[src/rtl/wb_queue_stage.sv]
// rtl/wb_queue_stage.sv - in-order writeback queue with load formatting and youngest-match bypass lookup
// Optional PC storage and golden-trace debug ports: define WB_DEBUG_TRACE_EN.
module wb_queue_stage #(
    parameter int DW    = 32,
    parameter int AW    = 5,
    parameter int PC_W  = 32,
    parameter int DEPTH = 4
) (
    input  logic                       clk,
    input  logic                       reset,
    input  logic                       in_valid,
    output logic                       in_ready,
    input  logic [PC_W-1:0]            in_pc,
    input  logic                       in_rf_we,
    input  logic [AW-1:0]              in_rf_waddr,
    input  logic                       in_sel_mem,
    input  logic [1:0]                 in_mem_size,
    input  logic                       in_mem_signed,
    input  logic [1:0]                 in_byte_off,
    input  logic [DW-1:0]              in_mem_rdata,
    input  logic [DW-1:0]              in_alu_result,
    output logic                       rf_we,
    output logic [AW-1:0]              rf_waddr,
    output logic [DW-1:0]              rf_wdata,
    input  logic                       rf_ack,
    input  logic [AW-1:0]              qry_addr,
    output logic                       qry_hit,
    output logic [DW-1:0]              qry_data,
    output logic [$clog2(DEPTH):0]     occupancy
`ifdef WB_DEBUG_TRACE_EN
    ,
    output logic [PC_W-1:0]            debug_wb_pc,
    output logic [3:0]                 debug_wb_rf_wen,
    output logic [AW-1:0]              debug_wb_rf_wnum,
    output logic [DW-1:0]              debug_wb_rf_wdata
`endif
);

    localparam int PW = $clog2(DEPTH);
    localparam int OW = PW + 1;

    logic [DW-1:0]    q_data  [DEPTH];
    logic [AW-1:0]    q_waddr [DEPTH];
    logic [DEPTH-1:0] q_valid;
    logic [DEPTH-1:0] q_we;
    logic [PW-1:0]    rd_ptr;
    logic [PW-1:0]    wr_ptr;
    logic [OW-1:0]    occ;

    logic             enq;
    logic             deq;
    logic             head_valid;
    logic             head_we;
    logic             enq_we;
    logic [DW-1:0]    enq_data;
    logic [7:0]       fmt_byte;
    logic [15:0]      fmt_half;
    logic [PW-1:0]    scan_idx;

    assign in_ready   = (occ != OW'(DEPTH));
    assign enq        = in_valid & in_ready;
    assign enq_we     = in_rf_we & (in_rf_waddr != '0);
    assign head_valid = q_valid[rd_ptr];
    assign head_we    = q_we[rd_ptr];
    // Non-writing entries retire without waiting on the RF port.
    assign deq        = head_valid & (~head_we | rf_ack);

    assign rf_we      = head_valid & head_we;
    assign rf_waddr   = head_valid ? q_waddr[rd_ptr] : '0;
    assign rf_wdata   = head_valid ? q_data[rd_ptr]  : '0;
    assign occupancy  = occ;

    always_comb begin
        fmt_byte = 8'h00;
        case (in_byte_off)
            2'd0: fmt_byte = in_mem_rdata[7:0];
            2'd1: fmt_byte = in_mem_rdata[15:8];
            2'd2: fmt_byte = in_mem_rdata[23:16];
            2'd3: fmt_byte = in_mem_rdata[31:24];
            default: fmt_byte = 8'h00;
        endcase
        fmt_half = in_byte_off[1] ? in_mem_rdata[31:16] : in_mem_rdata[15:0];
        enq_data = in_alu_result;
        if (in_sel_mem) begin
            case (in_mem_size)
                2'b00:   enq_data = {{(DW-8){in_mem_signed & fmt_byte[7]}}, fmt_byte};
                2'b01:   enq_data = {{(DW-16){in_mem_signed & fmt_half[15]}}, fmt_half};
                default: enq_data = in_mem_rdata;
            endcase
        end
    end

    always_ff @(posedge clk or posedge reset) begin
        if (reset) begin
            rd_ptr  <= '0;
            wr_ptr  <= '0;
            occ     <= '0;
            q_valid <= '0;
        end else begin
            if (enq) begin
                q_valid[wr_ptr] <= 1'b1;
                wr_ptr          <= wr_ptr + PW'(1);
            end
            if (deq) begin
                q_valid[rd_ptr] <= 1'b0;
                rd_ptr          <= rd_ptr + PW'(1);
            end
            case ({enq, deq})
                2'b10:   occ <= occ + OW'(1);
                2'b01:   occ <= occ - OW'(1);
                default: occ <= occ;
            endcase
        end
    end

    // Payload needs no reset: every read is qualified by q_valid.
    always_ff @(posedge clk) begin
        if (enq) begin
            q_data[wr_ptr]  <= enq_data;
            q_waddr[wr_ptr] <= in_rf_waddr;
            q_we[wr_ptr]    <= enq_we;
        end
    end

    // Scan oldest to youngest so the youngest match overrides earlier ones.
    always_comb begin
        qry_hit  = 1'b0;
        qry_data = '0;
        scan_idx = '0;
        for (int k = 0; k < DEPTH; k++) begin
            scan_idx = rd_ptr + PW'(k);
            if (q_valid[scan_idx] && q_we[scan_idx] && (q_waddr[scan_idx] == qry_addr)) begin
                qry_hit  = 1'b1;
                qry_data = q_data[scan_idx];
            end
        end
    end

`ifdef WB_DEBUG_TRACE_EN
    logic [PC_W-1:0] q_pc [DEPTH];

    always_ff @(posedge clk) begin
        if (enq) begin
            q_pc[wr_ptr] <= in_pc;
        end
    end

    assign debug_wb_pc       = head_valid ? q_pc[rd_ptr] : '0;
    assign debug_wb_rf_wen   = {4{rf_we & rf_ack}};
    assign debug_wb_rf_wnum  = rf_waddr;
    assign debug_wb_rf_wdata = rf_wdata;
`else
    logic unused_pc;
    assign unused_pc = ^in_pc;
`endif

endmodule

[config.mk]
export PLATFORM = sky130hd
export DESIGN_NAME = wb_queue_stage
export DESIGN_NICKNAME = d
export VERILOG_FILES = /design/src/rtl/wb_queue_stage.sv
export SDC_FILE = /design/constraint.sdc
export NUM_CORES = 1
export LEC_CHECK = 0
export CAP_MARGIN = 25
export CORE_ASPECT_RATIO = 2
export CORE_MARGIN = 2
export CORE_UTILIZATION = 50
export DETAILED_ROUTE_END_ITERATION = 16
export PLACE_DENSITY = 0.89
export SLEW_MARGIN = 20
export SYNTH_ARGS = -nofsm -noshare
export SYNTH_HDL_FRONTEND = slang
export SYNTH_SLANG_ARGS = --single-unit
[constraint.sdc]
create_clock -name clk -period 4.2 [get_ports clk]
set_input_delay 0.84 -clock clk [delete_from_list [all_inputs] [get_ports clk]]
set_output_delay 0.84 -clock clk [all_outputs]
set_load 0.03 [all_outputs]
==> impl_metrics.csv <==
group,metric,value,unit
status,outcome,"finished with violations",
status,violations,"setup timing",
min_path,hold_end,"occupancy[2]",
floorplanning,dieArea,24700,sq um
synth,synth-seq-cells,163,
setup_path,cpMaxStageDelayCell,"mux4_2",
synth,synth_area_leaders,"edfxtp_1 39%, mux4_2 28%, nor3b_1 2.5%",
synth,synth_compound_area_share,9.47,%
clock_tree,cts.clk_slew.worst_paths,60,ps
setup_path,r2r_slack,800,ps
sta,fin_crit_sh,105,%
clock_tree,h-tree-depth,4,
setup_path,path_cells,"clkinvlp_4 -> ha_4 -> buf_4 -> mux4_2 -> xnor2_2 -> o211ai_1 -> buf_6 -> nor3b_2 -> a31oi_4 -> o221ai_2 -> buf_6",
place,dpl_worst_slack,255,ps
setup_path,regToRegEndpoint,"occupancy[1]",
setup_path,end_kind,"primary output",
synth,synth_area_per_cell,13.9,sq um
detailed_routing,final_antenna_net_count,0,
synth,yosys.area_share.simple,11.0,%
grt,grt_pass1_vias,8961,
setup_path,worstPathRequired,3360,ps
detailed_routing,wl_per_cell,29.3,um
synth,synth_top_family_by_area,"multiplexers",
detailed_routing,viasPerCell,7.34,
synth,ys_warn_count,0,
place,gp_congestion,0.889,
power,p_per_area,807,nW/um^2
setup_path,max_stage_delay,520,ps
sta,max_slew.worst_pin.slew,917,ps
detailed_routing,drt-total-wl,37700,um
synth,synth-main-ff-cell,"edfxtp_1",
synth,ys_types,47,
grt,grt_pass1_wl,52500,um
sta,period_needed,4430,ps
clock_tree,cts-buffers-inserted,17,
floorplanning,fp-row-count,79,
power,peakVddDrop,0.000599,V
grt,antenna_found_initial,0,
synth,synth.mux.area_fraction,30.2,%
synth,postSynthCellCount,841,
detailed_routing,dr.pass1.iters,6,
sta,fin_skew,6.47,ps
setup_path,startpoint_type,"flop",
place,port_buffers,159,
clock_tree,hold_buffers,0,
synth,synthArstFlopShare,6.75,%
setup_path,startpoint,"rd_ptr[0]",
synth,synth_fp_nets,968,
synth,synth_edf_count,152,
sta,drv_slew,0,
setup_path,r2r_cells,7,
setup_path,crit_fanout,15,
floorplanning,die-height,220,um
detailed_routing,drtIter0Drc,1285,
min_path,hp-start,"occupancy[2]",
floorplanning,die_x,112,um
cells_and_area,syn_to_final_growth,29.4,%
synth,yosys.area.top_type,"edfxtp_1",
clock_tree,clock-sinks,163,
min_path,hp-class,"flop to flop",
cells_and_area,drive_above_1_share,37.9,%
cells_and_area,nNetsFinal,1120,
detailed_routing,drc,0,
synth,yosys.area_share.adder,1.14,%
clock_tree,worstSkewPairLatency,440,ps
sta,rsz0062_at_grt,"yes",
cells_and_area,diodes,0,
power,p_leak,5.09,nW
sta,finalSetupViolations,33,
synth,synth_xor_area_share,1.88,%
detailed_routing,vias,9461,
clock_tree,clockBufferDepth,2,
power,finalPower,0.0122,W
clock_tree,cts_tree,"done",
sta,max_freq,226,MHz
setup_path,crit_top_cell,"buf_6",
synth,ys_seq_area_share,41.5,%
floorplanning,core,23100,sq um
sta,hold_viol_final,0,
synth,synth_top_area_share,39.1,%
grt,grt_max_degree,50,
grt,grt_usage,28.5,%
floorplanning,pin_count,192,
run,cap_violations,0,
clock_tree,clockRootBuffer,"clkbuf_16",
sta,slew_headroom,38.7,%
grt,grt_overflow,0,
sta,layout_setup_ws,-229,ps
setup_path,worstSetupPathType,"flop to primary output",
synth,synthesis.area,11700,sq um
min_path,min_path_cells,1,
floorplanning,start_util,50.5,%
setup_path,r2r_start,"rd_ptr[0]",
setup_path,arrival,3590,ps
place,dp_hpwl,23200,um
## logic make-up after synthesis
family | after synthesis
AOI/OAI and AO/OA | 144
xor gates and xnor gates | 25
adders and majority gates | 10
buffers and inverters | 113
DFF | 163
muxes | 160
and+or+nand+nor | 226
## sequential cells by signal, indices dropped and copies added, names as in the netlist
register and flops:
occupancy 3, q_we 4, rd_ptr 2, wr_ptr 2
q_valid 4, q_data 128, q_waddr 20
## critical path, delay by kind of cell (launching register included)
| kind | cells | cell delay, ps |
|---|---|---|
| DFF | 1 | 470 |
| adders and majority gates | 1 | 330 |
| buffers and inverters | 4 | 730 |
| muxes | 1 | 520 |
| xor gates and xnor gates | 1 | 200 |
| AOI/OAI and AO/OA | 3 | 590 |
| and+or+nand+nor | 1 | 280 |
## what timing repair did
action	CTS	global route
gates resized for setup	51	108
buffers inserted	14	8
endpoints found under the setup margin	40	37
pin swaps	13	25
cloned	2	1
## per-layer routing
layer / track usage, % / share of wire [%] / up-vias / wire length (um)
met2: 50.5 / 51 / 911 / 19200
li1: - / - / 3739 / -
met4: 15.2 / 7.3 / 0 / 2740
met3: 5.25 / 12 / 211 / 4480
met1: 32.6 / 30 / 4600 / 11300
met5: 0 / 0 / - / 0
## synthesized netlist by cell type, types with 9 or more instances
cell type / count
a21oi_1: 31
a31oi_1: 33
and2_1: 39
buf_2: 18
clkbuf_1: 52
dfrtp_1: 11
edfxtp_1: 152
ha_1: 9
inv_1: 24
mux4_2: 144
nand2_1: 74
nor2_1: 31
nor3b_1: 39
o211ai_2: 21
o21ai_0: 19
o221ai_1: 9
o221ai_2: 9
or4b_1: 20
xnor2_1: 24
## power breakdown
group	internal (W)	switching (W)	total, W
Combinational	0.00397	0.00422	0.00819
Clock	0.000818	0.000672	0.00149
Sequential	0.00220	0.000309	0.00251
## cells in the final DEF, fill, tap and decap left out, types with 11 or more instances in the layout
cell,netlist,final
a21oi_1,31,31
a31oi_2,0,11
a31oi_4,0,12
and2_1,39,39
buf_4,7,38
buf_6,7,38
clkbuf_16,0,18
clkdlybuf4s50_1,0,126
edfxtp_1,152,152
inv_1,24,23
mux4_2,144,146
nand2_1,74,74
nor2_1,31,29
nor3b_1,39,17
nor3b_2,0,13
o211ai_2,21,17
o21ai_0,19,19
or4b_1,20,12
xnor2_1,24,18
## layout make-up
class,instances,area [sq um]
Multi-Input combinational cell,565,6840
Clock inverter,15,131
Fill cell,1502,8020
Timing Repair Buffer,222,2410
Clock buffer,17,425
Tap cell,283,354
Inverter,24,93.8
Sequential cell,163,4840
## through the flow
stage | area (sq um) | TNS, ps | util [%] | cells | hold WS (ps)
6_report | 15100 | -4560 | 65.3 | 1289 | 513
5_1_grt | 15100 | -4940 | 65.3 | 1289 | 523
4_1_cts | 14500 | -177 | 62.6 | 1282 | 509
3_5_place_dp | 13500 | 0 | 58.4 | 1234 | 498
3_3_place_gp | 13400 | 0 | 57.9 | 1229 | 495
2_1_floorplan | 11700 | 0 | - | 841 | 521
## how the worst max path moves through the flow
stage	endpoint	slack, ps
2_1_floorplan	qry_data[0]	30
3_3_place_gp	qry_data[31]	320
3_5_place_dp	qry_data[3]	250
4_1_cts	qry_data[22]	-30
5_1_grt	qry_data[18]	-210
6_report	qry_data[18]	-230
Note: power is estimated with default switching activity, not from simulation.
